$ cat src/rtl/branch_predict_ctrl.sv
// branch_predict_ctrl: bimodal branch predictor with a one-entry resolution tracker.
// A table of 2-bit saturating counters is indexed by pc[IDX_W+1:2]. The decode-stage
// prediction is carried one cycle to execute, where it is compared against the
// resolved direction, and the counter at that index is trained.
// An internal FSM clears the whole table, one entry per cycle.
// Optional feature macro: BP_STATS_EN adds resolution and mispredict counters.
module branch_predict_ctrl #(
  parameter int ENTRIES = 64,
  parameter int IDX_W   = 6
) (
  input  logic        clk,
  input  logic        rst,
  input  logic        is_branch_i,
  input  logic [31:0] lookup_pc_i,
  input  logic        stall_i,
  input  logic        flush_i,
  input  logic        resolve_i,
  input  logic        taken_i,
  input  logic        clear_i,
  output logic [1:0]  predict_o,
  output logic        mispredict_o,
  output logic        busy_o
`ifdef BP_STATS_EN
  ,
  output logic [31:0] stat_branches_o,
  output logic [31:0] stat_mispred_o
`endif
);

  typedef enum logic {ST_IDLE, ST_CLEAR} state_t;

  localparam logic [IDX_W-1:0] PTR_LAST = IDX_W'(ENTRIES - 1);
  localparam logic [1:0]       CTR_INIT = 2'b01;

  state_t           state_q, state_d;
  logic [IDX_W-1:0] ptr_q;
  logic [1:0]       ctr_tbl [ENTRIES];

  logic [IDX_W-1:0] idx_p0;
  logic             vld_p1;
  logic             flush_pend;
  logic             pred_taken_p1;
  logic [IDX_W-1:0] idx_p1;
  logic             res_acc;
  logic             clear_entry;
  logic             unused_pc_bits;

  // One step of a 2-bit saturating counter; the end points hold instead of wrapping.
  function automatic logic [1:0] sat_step(input logic [1:0] ctr, input logic up);
    logic [1:0] nxt;
    nxt = ctr;
    if (up) begin
      if (ctr != 2'b11) nxt = ctr + 2'd1;
    end else begin
      if (ctr != 2'b00) nxt = ctr - 2'd1;
    end
    return nxt;
  endfunction

  // ---- decode stage (p0): table lookup ----
  assign idx_p0         = lookup_pc_i[IDX_W+1:2];
  assign unused_pc_bits = ^{lookup_pc_i[31:IDX_W+2], lookup_pc_i[1:0]};

  // Prediction code; a table mid-clear is treated as all weakly not-taken.
  always_comb begin
    predict_o = 2'b00;
    if (is_branch_i) begin
      if (state_q == ST_CLEAR)          predict_o = 2'b01;
      else if (ctr_tbl[idx_p0][1])      predict_o = 2'b10;
      else                              predict_o = 2'b01;
    end
  end

  // ---- execute stage (p1): carried prediction ----
  // Tracker valid plus a pending flush that was shadowed by a stall.
  always_ff @(posedge clk or negedge rst) begin
    if (!rst) begin
      vld_p1     <= 1'b0;
      flush_pend <= 1'b0;
    end else if (stall_i) begin
      if (flush_i) flush_pend <= 1'b1;
    end else begin
      flush_pend <= 1'b0;
      if (flush_i || flush_pend) vld_p1 <= 1'b0;
      else                       vld_p1 <= is_branch_i;
    end
  end

  // Tracker payload; only meaningful while vld_p1 is set.
  always_ff @(posedge clk) begin
    if (!stall_i) begin
      pred_taken_p1 <= predict_o[1];
      idx_p1        <= idx_p0;
    end
  end

  assign res_acc = resolve_i && vld_p1;

  // Mispredict pulse, registered so it appears the cycle after resolution.
  always_ff @(posedge clk or negedge rst) begin
    if (!rst) mispredict_o <= 1'b0;
    else      mispredict_o <= res_acc && (taken_i != pred_taken_p1);
  end

  // Counter table: clear sweep has priority; training is dropped while clearing.
  always_ff @(posedge clk or negedge rst) begin
    if (!rst) begin
      for (int i = 0; i < ENTRIES; i++) ctr_tbl[i] <= CTR_INIT;
    end else if (state_q == ST_CLEAR) begin
      ctr_tbl[ptr_q] <= CTR_INIT;
    end else if (res_acc) begin
      ctr_tbl[idx_p1] <= sat_step(ctr_tbl[idx_p1], taken_i);
    end
  end

  // Clear FSM state register.
  always_ff @(posedge clk or negedge rst) begin
    if (!rst) state_q <= ST_IDLE;
    else      state_q <= state_d;
  end

  // Clear FSM next state and busy flag; clear_i is ignored once clearing.
  always_comb begin
    state_d = state_q;
    busy_o  = 1'b0;
    case (state_q)
      ST_IDLE: begin
        if (clear_i) state_d = ST_CLEAR;
      end
      ST_CLEAR: begin
        busy_o = 1'b1;
        if (ptr_q == PTR_LAST) state_d = ST_IDLE;
      end
      default: state_d = ST_IDLE;
    endcase
  end

  assign clear_entry = (state_q == ST_IDLE) && (state_d == ST_CLEAR);

  // Clear sweep pointer; parked at zero while idle.
  always_ff @(posedge clk or negedge rst) begin
    if (!rst)                      ptr_q <= '0;
    else if (state_q == ST_CLEAR)  ptr_q <= ptr_q + IDX_W'(1);
    else                           ptr_q <= '0;
  end

`ifdef BP_STATS_EN
  // Statistics: accepted resolutions and mispredict pulses, zeroed on clear entry.
  always_ff @(posedge clk or negedge rst) begin
    if (!rst) begin
      stat_branches_o <= 32'd0;
      stat_mispred_o  <= 32'd0;
    end else if (clear_entry) begin
      stat_branches_o <= 32'd0;
      stat_mispred_o  <= 32'd0;
    end else begin
      if (res_acc)      stat_branches_o <= stat_branches_o + 32'd1;
      if (mispredict_o) stat_mispred_o  <= stat_mispred_o + 32'd1;
    end
  end
`endif

endmodule
$ cat config.mk
export PLATFORM = sky130hd
export DESIGN_NAME = branch_predict_ctrl
export DESIGN_NICKNAME = d
export VERILOG_FILES = /design/src/rtl/branch_predict_ctrl.sv
export SDC_FILE = /design/constraint.sdc
export NUM_CORES = 1
export LEC_CHECK = 0
export CAP_MARGIN = 40
export CORE_MARGIN = 2
export CORE_UTILIZATION = 61
export DETAILED_ROUTE_END_ITERATION = 16
export GPL_TIMING_DRIVEN = 1
export PLACE_DENSITY = 0.81
export SYNTH_ARGS = -nofsm -noshare
export SYNTH_HDL_FRONTEND = slang
export SYNTH_SLANG_ARGS = --single-unit
$ cat constraint.sdc
create_clock -name clk -period 4.9 [get_ports clk]
set_clock_uncertainty 0.05 [all_clocks]
set_input_delay 0.98 -clock clk [delete_from_list [all_inputs] [get_ports clk]]
set_output_delay 0.98 -clock clk [all_outputs]
set_load 0.02 [all_outputs]
==> impl_metrics.yaml <==
min_path:
  holdCritPathClass: "input port to async pin"
timing:
  relSlewSlack_pct: 28.8
  period_share_pct: 98.9
  hold_violations: 0
  slew_violations: 0
  finalHoldWorstSlack_ns: 0.395
  max_clock_freq_mhz: 206
  finalSetupViolations: 0
  grt_setup_unrepaired: "false"
  tightestPinTransition_ns: 1.06
  worst_slack_ns: 0.0554
  setup_tns_ns: 0
  fin_crit_ns: 4.84
layout:
  final_cell_mix: "nor2_1 (105), nand2_1 (74), dfrtp_1 (74)"
  final_common_cell: "nor2_1"
  nets: 877
  drive_gt1_share_pct: 20.0
  final_area_um2: 9300
  syn_to_final_growth_pct: 12.4
  insertedDiodeCount: 0
  fillers: 933
critical_path:
  cp-end-kind: "output pin"
  worstSetupPathType: "input port to output pin"
  cp.required_ns: 3.87
  critPathMaxFanout: 17
  cp.arrival_ns: 3.81
  start_kind: "input port"
place:
  placed_cell_area_um2: 8690
  post-place-ws_ns: -0.152
  hpwlAfterDp_um: 18500
  io_buffers: 17
  routabilityCongestion: 1.00
cts:
  clockRootBuffer: "clkbuf_16"
  postCtsSetupBuffers: 0
  numCtsBuffers: 17
  cts_tree: "done"
  cts.htree.levels: 4
  hold_buffers: 0
  cts_sinks: 145
  clock_latency_ns: 0.43
  clockBufferDepth: 2
  cts_resized: 2
  cts.reportedPaths.clkPinSlew_ns: 0.06
synth:
  synth_seq_cells: 145
  netlist_instances: 829
  ys_async_sr_fraction_pct: 95.2
  syn-cell-area_um2: 8270
  synth_nets: 870
  synth-edff-count: 7
  synthFlopType: "dfrtp_1"
  yosysWarningCount: 0
  ys_seq_area_share_pct: 45.2
  netlist-cell-type-count: 58
  syn_area_per_cell_um2: 9.98
global_routing:
  grt_usage_pct: 38.7
  grt_pass1_vias: 7116
  antenna_found_initial: 0
  grt_overflow: 0
  grt_pass1_wl_um: 41500
  grt_max_degree: 72
run:
  drv_cap: 0
pwr:
  leakage_nw: 3.46
  max-vdd-ir-drop_mv: 0.399
  power.density_nw_per_um2: 536
  fin_total_pwr_w: 0.00498
route:
  drtIter0Drc: 1363
  drt_pass1_iterations: 6
  vias: 7362
  routedWlPerCell_um: 26.3
  route.detailed.drc: 0
  routed_via_density: 7.18
  ant_nets: 0
  routed_wl_um: 26900
die:
  die_y_um: 120
  fp.coreArea_um2: 13200
  fp.dieW_um: 120
  die_area_um2: 14500
  pin_count: 44
  initial_core_util_pct: 62.5
  num_rows: 42
status:
  status: "completed"
[stage by stage]
stage | std cells | utilization, %
floorplan | 829 | -
global route | 1025 | 70.2
detailed placement | 993 | 65.6
global placement | 986 | 64.8
finish | 1025 | 70.2
CTS | 1025 | 70.2
[cell usage after synthesis (all sizes together) (19+ instances only)]
master / n / area (µm²)
nor2: 105 / 394
o21ai: 82 / 410
dfrtp: 74 / 1850
nand2: 74 / 278
dfstp: 64 / 1680
a21oi: 58 / 290
mux2i: 55 / 551
mux4: 40 / 901
nor3: 36 / 180
buf: 34 / 186
clkbuf: 21 / 78.8
nand3: 19 / 95.1
[worst paths after layout]
kind,startpoint,to,slack [ns],cells after the start
worst max register to register,idx_p1[2],ctr_tbl[55],1.19,10
worst min register to register,ctr_tbl[32],ctr_tbl[32],0.46,2
max in group asynchronous,rst,ctr_tbl[32],3.61,2
min in group clk,ctr_tbl[32],ctr_tbl[32],0.46,2
worst max-delay path,lookup_pc_i[2],predict_o[0],0.06,7
worst min-delay path,rst,ctr_tbl[87],0.40,1
[kinds of logic (layout without fill, tap and decap cells)]
group / Yosys count / after routing / synth area share (%)
AND/OR/NAND/NOR: 301 / 301 / 17.2
AO/OA/AOI/OAI: 208 / 208 / 14.9
flip-flops: 145 / 145 / 45.2
multiplexers: 97 / 97 / 17.8
buffers and inverters: 70 / 90 / 3.89
XOR/XNOR: 5 / 5 / 0.529
adder cells (fa/ha/maj): 3 / 3 / 0.408
[power by group]
part	switching [W]	total, W	internal, W
clock	0.000509	0.00135	0.000838
combinational	0.000915	0.00152	0.000604
sequential	0.000415	0.00212	0.00170
total	0.00184	0.00498	0.00314
[metal layers]
layer	global-route usage [%]	up-vias	routed length, µm
met3	12.5	110	3680
met4	19.5	0	1340
li1	-	3074	-
met5	0	-	0
met1	52.5	3572	10100
met2	56.3	606	11800
[registers in the layout, indices dropped and copies added, names as in the netlist]
| signal | cells |
|---|---|
| state_q | 1 |
| ptr_q | 6 |
| flush_pend | 1 |
| ctr_tbl | 128 |
| mispredict_o | 1 |
| pred_taken_p1 | 1 |
| vld_p1 | 1 |
| idx_p1 | 6 |
[final cells by class]
class | count | area, µm² | share of cell area, %
timing repair buffer | 43 | 459 | 4.94
sequential | 145 | 3740 | 40.2
clock inverter | 7 | 95.1 | 1.02
tap | 176 | 220 | 2.37
inverter | 15 | 56.3 | 0.605
multi-input combinational | 614 | 4210 | 45.3
clock buffer | 25 | 518 | 5.57
[worst max-delay path: stages]
cell and delay [ns]:
clkdlybuf4s50_1 0.51, buf_12 0.19, mux4_2 0.53, mux4_2 0.51
mux4_2 0.49, a21boi_0 0.24, dlygate4sd2_1 0.37
(Power assumes the default switching activity.)
